File: src/rtl/dbus_arbiter_pkg.sv
// dbus_arbiter_pkg: shared state encoding, per-channel request bundle and arbitration modes
package dbus_arbiter_pkg;
  typedef enum logic {IDLE, REQ} arb_state_t;
  typedef struct packed {
    logic [63:0] addr;
    logic [2:0]  size;
    logic [7:0]  strobe;
    logic [63:0] data;
  } dbus_chreq_t;
  localparam int ARB_RR = 0;
  localparam int ARB_PRIO = 1;
endpackage

File: src/rtl/dbus_arbiter_rr_pick.sv
// rr_pick: picks the first eligible index at or above a start pointer, wrapping to the lowest
module rr_pick #(
  parameter int N = 3,
  localparam int W = N > 1 ? $clog2(N) : 1
) (
  input  logic [N-1:0] eligible,
  input  logic [W-1:0] rr_ptr,
  input  logic         mode,
  output logic [W-1:0] winner,
  output logic         any
);
  logic [W-1:0] start, hi_w, lo_w;
  logic hi_found;
  always_comb begin
    start = mode ? '0 : rr_ptr;
    hi_w = '0;
    lo_w = '0;
    hi_found = 1'b0;
    any = 1'b0;
    // descending scan: the last hit is the lowest index, overall and at/above start
    for (int i = N - 1; i >= 0; i--) begin
      if (eligible[i]) begin
        lo_w = W'(i);
        any = 1'b1;
        if (W'(i) >= start) begin
          hi_w = W'(i);
          hi_found = 1'b1;
        end
      end
    end
    winner = hi_found ? hi_w : lo_w;
  end
endmodule

File: src/rtl/dbus_arbiter.sv
// dbus_arbiter: merges N_CH memory-request channels onto one dbus port with a single
// outstanding transaction, per-channel kill of the response and an optional watchdog
module dbus_arbiter
  import dbus_arbiter_pkg::*;
#(
  parameter int N_CH = 3,
  parameter int ARB_MODE = ARB_RR,
  parameter int TIMEOUT = 0,
  localparam int GW = N_CH > 1 ? $clog2(N_CH) : 1
) (
  input  logic               clk,
  input  logic               reset,
  input  logic [N_CH-1:0]    ch_req,
  input  logic [N_CH*64-1:0] ch_addr,
  input  logic [N_CH*3-1:0]  ch_size,
  input  logic [N_CH*8-1:0]  ch_strobe,
  input  logic [N_CH*64-1:0] ch_wdata,
  input  logic [N_CH-1:0]    ch_kill,
  output logic [N_CH-1:0]    ch_ok,
  output logic [63:0]        ch_rdata,
  output logic               dreq_valid,
  output logic [63:0]        dreq_addr,
  output logic [2:0]         dreq_size,
  output logic [7:0]         dreq_strobe,
  output logic [63:0]        dreq_data,
  input  logic               dresp_data_ok,
  input  logic [63:0]        dresp_data,
  output logic               busy,
  output logic [GW-1:0]      grant_id,
  output logic               err
);
  localparam int TW = TIMEOUT > 0 ? $clog2(TIMEOUT + 1) : 1;
  arb_state_t state_q, state_d;
  dbus_chreq_t req_q, req_d, sel;
  logic dreq_valid_q, dreq_valid_d, kill_q, kill_d, kill_ch, killed, err_q, err_d, any;
  logic [N_CH-1:0] eligible, ch_ok_q, ch_ok_d;
  logic [63:0] ch_rdata_q, ch_rdata_d;
  logic [GW-1:0] grant_id_q, grant_id_d, rr_ptr_q, rr_ptr_d, winner;
  logic [TW-1:0] timer_q, timer_d;

  // a channel completing this cycle sits out the grant made in the same cycle
  assign eligible = ch_req & ~ch_kill & ~ch_ok_q;

  rr_pick #(.N(N_CH)) u_pick (
    .eligible(eligible),
    .rr_ptr(rr_ptr_q),
    .mode(ARB_MODE == ARB_PRIO),
    .winner(winner),
    .any(any)
  );

  always_comb begin
    sel = '0;
    kill_ch = 1'b0;
    for (int i = 0; i < N_CH; i++) begin
      if (winner == GW'(i)) sel = {ch_addr[i*64 +: 64], ch_size[i*3 +: 3], ch_strobe[i*8 +: 8], ch_wdata[i*64 +: 64]};
      if (grant_id_q == GW'(i)) kill_ch = ch_kill[i];
    end
  end

  assign killed = kill_q | kill_ch;

  always_comb begin
    state_d = state_q;
    req_d = req_q;
    dreq_valid_d = dreq_valid_q;
    ch_ok_d = '0;
    ch_rdata_d = ch_rdata_q;
    grant_id_d = grant_id_q;
    rr_ptr_d = rr_ptr_q;
    kill_d = kill_q;
    timer_d = timer_q;
    err_d = 1'b0;
    if (state_q == IDLE) begin
      if (any) begin
        state_d = REQ;
        req_d = sel;
        dreq_valid_d = 1'b1;
        grant_id_d = winner;
        kill_d = 1'b0;
        timer_d = '0;
      end
    end else if (dresp_data_ok) begin
      state_d = IDLE;
      dreq_valid_d = 1'b0;
      kill_d = 1'b0;
      rr_ptr_d = grant_id_q == GW'(N_CH - 1) ? '0 : grant_id_q + 1'b1;
      ch_ok_d = killed ? '0 : N_CH'(1) << grant_id_q;
      ch_rdata_d = killed ? ch_rdata_q : dresp_data;
    end else begin
      kill_d = killed;
      if (TIMEOUT > 0) begin
        timer_d = timer_q + 1'b1;
        err_d = timer_d == TW'(TIMEOUT);
        timer_d = err_d ? '0 : timer_d;
      end
    end
  end

  always_ff @(posedge clk or posedge reset) begin
    if (reset) begin
      state_q <= IDLE;
      req_q <= '0;
      dreq_valid_q <= 1'b0;
      ch_ok_q <= '0;
      ch_rdata_q <= '0;
      grant_id_q <= '0;
      rr_ptr_q <= '0;
      kill_q <= 1'b0;
      timer_q <= '0;
      err_q <= 1'b0;
    end else begin
      state_q <= state_d;
      req_q <= req_d;
      dreq_valid_q <= dreq_valid_d;
      ch_ok_q <= ch_ok_d;
      ch_rdata_q <= ch_rdata_d;
      grant_id_q <= grant_id_d;
      rr_ptr_q <= rr_ptr_d;
      kill_q <= kill_d;
      timer_q <= timer_d;
      err_q <= err_d;
    end
  end

  assign dreq_valid = dreq_valid_q;
  assign dreq_addr = req_q.addr;
  assign dreq_size = req_q.size;
  assign dreq_strobe = req_q.strobe;
  assign dreq_data = req_q.data;
  assign ch_ok = ch_ok_q;
  assign ch_rdata = ch_rdata_q;
  assign grant_id = grant_id_q;
  assign err = err_q;
  assign busy = state_q != IDLE;
endmodule

File: config.mk
export PLATFORM = sky130hd
export DESIGN_NAME = dbus_arbiter
export DESIGN_NICKNAME = d
export VERILOG_FILES = /design/src/rtl/dbus_arbiter_pkg.sv /design/src/rtl/dbus_arbiter_rr_pick.sv /design/src/rtl/dbus_arbiter.sv
export SDC_FILE = /design/constraint.sdc
export NUM_CORES = 1
export LEC_CHECK = 0
export BUFFER_PORTS_ARGS = -buffer_cell sky130_fd_sc_hd__buf_2
export CAP_MARGIN = 40
export CORE_AREA = 2 2 273 275
export CTS_CLUSTER_SIZE = 12
export DETAILED_ROUTE_END_ITERATION = 10
export DIE_AREA = 0 0 275 277
export GPL_ROUTABILITY_DRIVEN = 0
export GPL_TIMING_DRIVEN = 1
export PLACE_DENSITY = 0.42
export SETUP_SLACK_MARGIN = 0.3
export SLEW_MARGIN = 20
export SYNTH_ARGS = -nofsm -noshare
export SYNTH_HDL_FRONTEND = slang
export SYNTH_SLANG_ARGS = --single-unit
File: constraint.sdc
create_clock -name clk -period 6.04 [get_ports clk]
set_input_delay 0.302 -clock clk [delete_from_list [all_inputs] [get_ports clk]]
set_output_delay 0.302 -clock clk [all_outputs]
set_load 0.1 [all_outputs]
==> summary by stage, run 1 <==
Run status
The flow ran to the end, and the final reports show no timing, DRC or antenna violations.

Logic synthesis
In this run, synthesis inferred 0 flip-flops with an integrated enable. The cell count after synthesis is 1005. Dividing the synthesized area by the synthesized cell count gives 10.4 um2.

Of all flip-flops after synthesis, the portion carrying an async set or reset was 100%. The number of warnings printed during yosys synthesis is 0. By area the synthesized netlist is led by dfrtp_1 51%, o32ai_1 12%, a31oi_1 8.3%. Ranked by instance count, the synthesized netlist is headed by 213 x dfrtp_1, 139 x a31oi_1, 138 x o32ai_1, 136 x o21ai_0, 107 x nand2_1. The largest area contributor in the netlist is dfrtp_1.

The most used flip-flop cell after synthesis is dfrtp_1. The combined area of all synthesized cells is 10400 um2. In this run, distinct cell masters in the synthesized netlist total 44. The post-synthesis register bit count is 213.

The share of Yosys cell area claimed by the top area cell type is 51.1%. The sequential-to-total area share from yosys stat is 51.1%. The post-synthesis net count is 1495.

Yosys instantiated no cell more often than dfrtp_1.

Layout
After filler insertion, the fill cell instance count of the layout stands at 8001. The post-route core utilization is 25.5%. The post-route netlist has 43.9% of its cells at a drive strength greater than 1. The footprint of the flip-flops and latches is 5330 um2. At the end of the flow, the number of nets in the layout was 2417. The area growth from synthesis to layout is 79.6%. The post-route cell area is 18700 um2. The total area of multi-input combinational cells is 4660 um2.

Flow run
Across the run, the number of max-cap violations was 0.

Critical path
The category of the most critical setup path is reg2reg. On the critical path, the stage with the largest delay is an instance of dfrtp_4. The critical path goes through buf_4 -> a21oi_4 -> buf_4 -> a21boi_4 -> buf_4 -> a31oi_1 -> dlygate4sd3_1. The worst setup path is captured at a flip-flop. On the worst path, the slowest cell contributes a delay of 0.60 ns. In this run the worst path has a maximum fanout of 61. In this design, the critical path's most frequently occurring cell is buf_4. STA classifies the critical path startpoint as a flip-flop.

STA puts the critical path data required time at 6.49 ns. The dominant delay contributor by cell family on the critical path is buffers and inverters. The number of buffer and inverter stages on the critical path is 4. STA puts the critical path data arrival time at 4.01 ns.

Route
The total routed wirelength is 59300 um. The number of routed nets with antenna violations is 0. In the routed design, unresolved DRC markers number 0. In the final routed layout, each cell accounts on average for 20.4 um.

The total vias in the final route is 13000. The detailed-routing iteration count for the pre-antenna-repair pass is 5. Dividing the detail-routed via count by the number of cells gives 4.46. After the first detailed-routing iteration, the DRC count stood at 722.

Floorplan
The standard cell core area is 73600 um2. For this configuration, the core starts out at a cell density of 14.2%. The boundary pin count is 701. The die is 275 um wide.

The floorplan step defined a die boundary enclosing 76200 um2. The floorplan has 100 rows. The floorplan step set the die height to 277 um.

Placed design
The placed instances occupy a cell area of 15000 um2. The detailed placer's ending HPWL is 42900 um. The port buffer count is 699.

Clock tree
The clock-pin slew reported for the worst setup and hold paths after clock tree synthesis is 0.06 ns. The clock root buffer is clkbuf_16. The CTS sink count is 213.

TritonCTS created 29 clock buffers. At the later pin of the worst-skew pair, clock insertion delay measures 0.58 ns. The post-CTS setup buffer count is 0.

The number of buffers on the longest clock path is 3. In this run the number of H-tree levels came out at 1. TritonCTS built the clock tree. The post-cts resize count is 0.

The number of hold buffers added after CTS was 281.

GRT
Entering global routing, the biggest net connects 152 pins. The total congestion overflow after global routing is 0. Global routing used 14.7% of the available tracks across all layers.

The initial antenna violation count came to 7. The wire length of the first global-routing pass is 86100 um. The number of global-route vias before repair is 13600.

Pwr
IR analysis of the VDD net gives a maximum drop of 441 uV. For this design the ratio of total power to cell area is 683 nW/um2. The leakage power of the design is 8.09 nW.

STA
Setup repair after global routing left no endpoint under its margin. The transition time at the pin with the least slew margin is 1.18 ns. The post-route clock period utilization is 58.9%. The total negative slack for setup checks is 0 ns. The headroom to the max-slew limit is 21.6%.

The time the final worst path needs with I/O delays and setup is 3.56 ns. The worst clock skew is 0.0225 ns. The final hold violation count was 0.

Static timing analysis puts the maximum clock frequency at 281 MHz. The number of max-slew violations in the final report is 0. The count of final setup violators is 0.

Min path
The path class of the lowest-slack min-delay path is in2reg.
==> cell usage in the layout, fill, tap and decap left out, types with 28 or more instances in the layout <==
| cell | Yosys | layout |
|---|---|---|
| a31oi_1 | 139 | 139 |
| buf_2 | 43 | 700 |
| clkbuf_16 | 0 | 29 |
| dfrtp_1 | 213 | 212 |
| dlygate4sd3_1 | 0 | 281 |
| mux2_2 | 37 | 37 |
| mux2_4 | 28 | 28 |
| nand2_1 | 107 | 107 |
| nand3_1 | 39 | 39 |
| o21ai_0 | 136 | 135 |
| o32ai_1 | 138 | 138 |
==> final cells by class <==
type / instances / area share [%]
Clock inverter: 5 / 0.307
Tap cell: 969 / 6.47
Inverter: 3 / 0.0801
Timing Repair Buffer: 1009 / 35.4
Sequential cell: 213 / 28.5
Clock buffer: 41 / 4.43
Multi-Input combinational cell: 671 / 24.8
Antenna cell: 3 / 0.0400
==> state kept, by name, indices dropped and copies added, names as in the netlist <==
register	cells
ch_ok	3
rr_ptr_q	2
dreq_strobe	8
ch_rdata	64
dreq_size	3
dreq_data	64
dreq_valid	1
kill_q	1
busy	1
grant_id	2
dreq_addr	64
==> worst register-to-register path, stage by stage, from the launching register on <==
cell and delay, ns:
dfrtp_4 0.60, buf_4 0.36, a21oi_4 0.21, buf_4 0.54
a21boi_4 0.30, buf_4 0.58, a31oi_1 0.27, dlygate4sd3_1 0.60
==> through the flow <==
stage          hold slack, ns  total power [mW]  cells  worst slack (ns)
6_report               0.0462              12.8   2914              2.48
4_1_cts               0.00143              12.8   2909              2.47
5_1_grt                0.0309              13.3   2914              2.26
2_1_floorplan           0.451              8.95   1005              2.97
3_3_place_gp            0.482              10.6   2577              3.04
3_5_place_dp            0.390              10.6   2582              3.00
==> layer usage <==
layer  global-route usage [%]  wire length [um]
met4                     5.14              1770
met5                        0                42
met3                     2.63              4040
met1                     18.2             24100
met2                     25.3             29400
==> cell families (layout without fill, tap and decap cells) <==
logic type	after synthesis	count (layout)	synth area share, %
flip-flops	213	213	51.1
multiplexers	65	65	8.02
other	1	4	0.0359
AO/OA/AOI/OAI	436	436	28.2
AND/OR/NAND/NOR	168	168	7.24
buffers and inverters	121	1058	5.33
XOR/XNOR	1	1	0.0839
==> power by group <==
group	internal, mW	switching [mW]	leakage [nW]
sequential	2.13	0.491	2.44
clock	0.983	0.691	0.439
combinational	1.75	6.75	5.21
total	4.87	7.94	8.09
==> final timing paths <==
kind / slack (ns) / to / startpoint / cells past startpoint
worst max-delay path: 2.48 / dreq_data[12] / busy / 7
worst max register to register: 2.48 / dreq_data[12] / busy / 7
min in group asynchronous: 0.35 / ch_rdata[8] / reset / 4
max in group asynchronous: 4.44 / busy / reset / 4
worst min-delay path: 0.05 / dreq_data[52] / ch_wdata[180] / 3
worst min register to register: 0.49 / dreq_valid / dreq_valid / 1
Power figures use the tool's default switching activity.
==> run 2, diff against run 1 <==
clock period = 3.1 ns   (was 6.04 ns; I/O delays follow)
==> run 2 against run 1 <==
Sequential share of layout area down 1.8 points. Cell count increased by 4.2%. Non-clock buffer count rose by 116.
==> summary by stage, run 2 (same netlist as run 1, synthesis figures left out) <==
Pwr
Dividing total power by cell area gives a power density of 1260 nW/um2. The worst voltage drop across the vdd grid is 770 uV. The overall power after layout is 25.3 mW. The leakage power of the design is 8.61 nW.

STA
Across the routed clock network, the largest skew measured is 0.0178 ns. The total negative slack for setup checks is 0 ns. Based on the critical path, the design can be clocked at up to 366 MHz. At the pin with the least slew margin, the transition time is 0.609 ns.

The final hold violation count is 0. The number of max-slew violations in the final report came to 0. In this run the tightest slew margin relative to its limit is 59.4%. The worst path uses 88.2% of the clock period.

Once routing completed, OpenROAD measured the worst setup slack at 0.366 ns. The tightest hold path in the finished design has a slack of 0.0625 ns. The smallest clock period supported by the final layout is computed as 2.73 ns. Setup repair after global routing left no endpoint under its margin.

Setup violations remaining at the end of the flow were counted as 0.

Clock tree
The insertion delay to the later sink of the worst-skew pair is 0.58 ns. The CTS buffer count is 29. The clock-pin slew reported for the worst setup and hold paths after clock tree synthesis is 0.06 ns. The clock root buffer is clkbuf_16.

The number of levels the H-tree was split into is 1. No sink is reached through more buffers than the 3 on the longest clock path. For this design, the sink count on the clock tree is 213. The TritonCTS clock tree is built.

Floorplan
701 I/O pins were placed. In this run the standard cell core region covers 73600 um2. The number of rows in the core area is 100. The starting density of the core is 14.2%. From left edge to right edge, the die measures 275 um.

The floorplan die area is 76200 um2. The die height is 277 um.

Layout
Compared with the post-synthesis result, the final layout area differs by 91.8%. Leaving out fill and tap cells, the most frequent cell in the layout is buf_2. Measured on the finished design, the core utilization comes to 27.2%.

The post-route cell area is 20000 um2. In the final design database the tool counted 2533 nets. The library cells used most frequently in the layout, excluding fill and tap cells, are 700 x buf_2, 384 x dlygate4sd3_1, 212 x dfrtp_1, 139 x a31oi_1, 138 x o32ai_1. The fraction of layout instances using a drive strength above 1 is 42.2%. The final non-filler cell total is 3036.

Route
The routed length on met1 is 24800 um. The number of remaining DRC errors is 0. After detailed routing, no signal wire sits above met5. The total routed wirelength is 61700 um.

Once detail routing completed, the nets flagged for antenna violations numbered 0. The first detailed-routing pass took 5 iterations. Wire segments on met2 add up to 29900 um in the final route. The wire length per cell is 20.3 um. In this run, the number of DRC markers left after iteration 0 of detailed routing was 696. The total vias in the final route is 13600. The met3 wire length is 4710 um. The routed via count divided by cell count is 4.47.

Placed design
Summed over all nets, the half-perimeter wirelength after detailed placement is 42000 um. The port buffer count is 699. Before CTS, the worst setup slack after placement is 0.795 ns. The total placed instance area is 15100 um2. The total placed cells including tap cells is 2584.

GRT
The total routing usage reported by global routing is 14.8%. Summed over all layers, the global routing overflow is 0. The wire length of the first global-routing pass is 87000 um.

The number of global-route vias before repair was 14200. The initial antenna violation count was 8. Entering global routing, the biggest net connects 102 pins.

Critical path
The worst setup path is launched from a flip-flop. The critical path data required time is 3.61 ns. The cell depth of the worst flop-to-flop path is 7.

The capturing element type of the critical path is a flip-flop. Along the worst path, the maximum fanout reaches 50. The critical path is of the reg2reg type.

The data arrival at the endpoint of the critical path is 3.24 ns. For flop-to-flop paths, the worst setup slack is 0.37 ns.

Flow run
Across the run, the number of max-cap violations was 0.

Run status
The flow ran to the end, and the final reports show no timing, DRC or antenna violations.

Min path
The path class of the tightest hold or removal check is in2async.
run 2: cell count changes in the layout (fill, tap and decap cells not counted), moves of 2 or more:
cell | before | now
clkinvlp_4 | 1 | 4
clkbuf_16 | 29 | 31
buf_4 | 22 | 20
clkinv_2 | 2 | 6
buf_12 | 2 | 17
clkbuf_8 | 6 | 2
clkbuf_1 | 6 | 8
or3b_4 | 1 | 3
buf_16 | 4 | 0
diode_2 | 3 | 5
or3b_1 | 2 | 0
dlygate4sd3_1 | 281 | 384
run 2: worst paths after layout:
kind / from / endpoint
max in group asynchronous: reset / ch_rdata[24]
worst max-delay path: ch_ok[0] / dreq_size[2]
worst min register to register: ch_rdata[30] / ch_rdata[30]
min in group clk: ch_wdata[65] / dreq_data[1]
worst min-delay path: reset / dreq_data[52]
worst max register to register: ch_ok[0] / dreq_size[2]
run 2: layout make-up:
type / count / area, um2
diodes: 5 / 12.5
clock buffers: 39 / 783
clock inverters: 11 / 91.3
fillers: 7873 / 53500
inverters: 3 / 15.0
multi-input cells: 671 / 4670
flip-flops and latches: 213 / 5330
well taps: 969 / 1210
repair buffers: 1125 / 7910
run 2: what timing repair did:
item	CTS	global route
buffers inserted	0	9
hold buffers	384	0
endpoints found under the hold margin	421	0
setup endpoints to repair	0	95
gates resized for setup	0	12
run 2: where the power goes:
group | leakage [nW] | internal [mW] | switching, mW
logic | 5.75 | 3.71 | 13.2
clock network | 0.424 | 1.84 | 1.35
registers | 2.44 | 4.16 | 0.970
total | 8.61 | 9.71 | 15.6
run 2: layer usage:
layer  track usage, %  vias to the layer above
met3             2.97                      136
li1                 -                     6005
met5                0                        -
met2             25.7                      702
met4             5.38                       10
met1             17.9                     6724
run 2: critical path, cell delays in order (launching register included):
cell           delay, ns
dfrtp_1             0.41
or3b_4              0.50
a211oi_4            0.29
buf_4               0.20
buf_12              0.31
o21ai_0             0.18
a31oi_1             0.19
dlygate4sd3_1       0.56
==> run 3, diff against run 2 <==
PLACE_DENSITY = default   (was 0.42)
PLACE_DENSITY_LB_ADDON = 0.3   (was default)
==> run 3 against run 2 <==
Die area unchanged. Flip-flop and latch count stayed put. Non-clock buffer count increased by 64. Clock-buffer cell count rose by 3. Combinational power decreased by 3%. Highest routed layer unchanged.
==> summary by stage, run 3 (same netlist as run 1, synthesis figures left out) <==
STA
For the final database, setup skew stands at 0.00995 ns. Setup repair after global routing left no endpoint under its margin. The post-route clock period utilization is 86.4%. The fmax is 373 MHz. The time the final worst path needs with I/O delays and setup is 2.68 ns. At the pin with the least slew margin, the transition time is 0.665 ns. The worst pin sits at a relative slew slack of 55.7%. The number of max-slew violations in the final report is 0. Setup slack on the critical path of the routed design comes to 0.423 ns. Summed over all failing endpoints, the final setup total negative slack is 0 ns. The final hold violation count was 0.

Hold is met by 0.0437 ns. Setup violations remaining at the end of the flow were counted as 0.

Critical path
The slowest cell on the critical path is or3b_2. Traced cell by cell, the critical path runs through or3b_2 -> o221ai_4 -> buf_4 -> o32ai_1 -> a31oi_1 -> dlygate4sd3_1. The worst setup path is of the reg2reg kind. STA puts the critical path data required time at 3.60 ns. In this run the worst path has a maximum fanout of 17. The setup check on the worst reg-to-reg path leaves a slack of 0.42 ns. The capturing element type of the critical path is a flip-flop. The data arrival at the endpoint of the critical path is 3.17 ns. The endpoint identified for the worst register-to-register timing path is dreq_addr[22]. The critical path's largest stage delay is 0.64 ns. The type of origin of the critical path is a flip-flop. Measured in cells, the most critical reg-to-reg path has a length of 6. The worst register-to-register path begins at ch_ok[1].

Clock tree
TritonCTS built the clock tree. At the later pin of the worst-skew pair, clock insertion delay measures 0.56 ns. In this run the deepest clock path goes through 3 buffers. The number of levels the H-tree was split into is 1. The clock drives 213 sinks. The number of clock buffers added by TritonCTS is 27.

The clock-pin slew reported for the worst setup and hold paths after clock tree synthesis is 0.06 ns. The clock root buffer is clkbuf_16.

Layout
Relative to the synthesized area, the layout overhead comes to 97.7%. The library cell used most frequently in the layout, excluding fill and tap cells, is buf_2. Of the cells placed in the final design, the portion with a size suffix greater than 1 is 40.8%. The net count reported at finish is 2595. Leaving out fill and tap cells, the most frequent cells in the layout are 699 x buf_2, 449 x dlygate4sd3_1, 212 x dfrtp_1, 139 x a31oi_1, 138 x o32ai_1.

The post-route cell area is 20600 um2. After filler insertion, the fill cell instance count of the layout stands at 7747. The post-route core utilization is 28.1%.

The final non-filler cell total is 3099.

Pwr
The design draws 24.6 mW. In this run the power density over the cells is 1190 nW/um2. IR analysis of the VDD net gives a maximum drop of 926 uV. For this design the static power due to leakage is 8.92 nW.

GRT
The pin count of the biggest net entering global routing is 102. The first global-routing pass estimated 88100 um of wire. The total routing usage reported by global routing is 15.0%.

After global routing the overflow that remains totals 0. The number of global-route vias before repair was 14700. The initial antenna violation count is 8.

Floorplan
For this configuration, the core starts out at a cell density of 14.2%. The floorplan has 100 rows. For this design the top-level I/O count stands at 701.

The die width is 275 um. The floorplan step defined a die boundary enclosing 76200 um2. The standard cell core area is 73600 um2. From bottom edge to top edge, the die measures 277 um.

Route
The total vias in the final route is 13900. The wire length per cell is 19.9 um. The number of routed nets with antenna violations is 0. For this block, the routed nets add up to 61600 um of wire. After detailed routing, the number of vias per cell comes to 4.48. The detailed-routing iteration count for the pre-antenna-repair pass is 5. The iteration-0 DRC count of the detailed router is 982. After detailed routing, the number of remaining DRC violations is 0.

Min path
The worst hold path terminates at dreq_addr[24]. The path class of the lowest-slack min-delay path is in2reg. The beginning of the worst hold path is ch_addr[24]. The number of instances on the worst hold path is 3.

Placed design
After detailed placement, the design holds a cell count of 2588. Input and output buffers added on the ports amount to 699. The detailed placer's ending HPWL is 41900 um. The placement-stage worst setup slack is 0.701 ns.

In this run the cell area measured after placement is 15200 um2.

Flow run
The number of max-cap violations is 0.

Run status
The flow ran to the end, and the final reports show no timing, DRC or antenna violations.
-- run 3: changes by cell type in the layout (fill, tap and decap cells not counted), moves of 2 or more --
cell,previous run,this run
clkbuf_16,31,29
dlygate4sd3_1,384,449
buf_12,17,13
clkbuf_8,2,6
buf_6,0,3
buf_16,0,2
clkinvlp_4,4,1
-- run 3: report_power, final --
part | internal, mW | switching [mW]
combinational | 3.23 | 13.2
sequential | 4.16 | 0.938
clock | 1.83 | 1.31
-- run 3: repair_timing --
action / CTS / global route
setup endpoints to repair: 0 / 26
hold endpoints to repair: 217 / 0
hold buffers: 449 / 0
resized for setup: 0 / 6
buffers inserted: 0 / 6
-- run 3: area by class of cell --
cell class | instances | area [um2] | area share, %
clock inverter | 7 | 63.8 | 0.309
timing repair buffer | 1189 | 8550 | 41.4
tap | 969 | 1210 | 5.87
multi-input combinational | 671 | 4660 | 22.6
antenna | 5 | 12.5 | 0.0606
sequential | 213 | 5330 | 25.8
inverter | 3 | 15.0 | 0.0727
clock buffer | 42 | 792 | 3.84
-- run 3: metal layers --
layer	GRT usage, %	vias up	routed length [um]
met5	0	-	41
met4	6.64	6	2790
met3	3.27	188	5090
met2	26.2	802	30300
met1	17.2	6751	23300
li1	-	6138	-
-- run 3: worst max-delay path, delay by kind of cell, from the launching register on --
family / cells / cell delay, ns
and+or+nand+nor: 1 / 0.64
AOI/OAI and AO/OA: 3 / 0.67
buffers and inverters: 2 / 0.90
DFF: 1 / 0.38
-- run 3: worst max path at each step --
stage / from / endpoint / slack (ns) / cells after the start
after floorplan: reset / busy / 0.17 / 1
after global routing: ch_ok[2] / dreq_addr[41] / 0.33 / 6
after global placement: busy / busy / 0.74 / 2
after CTS: ch_ok[1] / dreq_addr[10] / 0.33 / 6
final: ch_ok[1] / dreq_addr[22] / 0.42 / 6
after detailed placement: ch_ok[1] / dreq_data[26] / 0.70 / 5
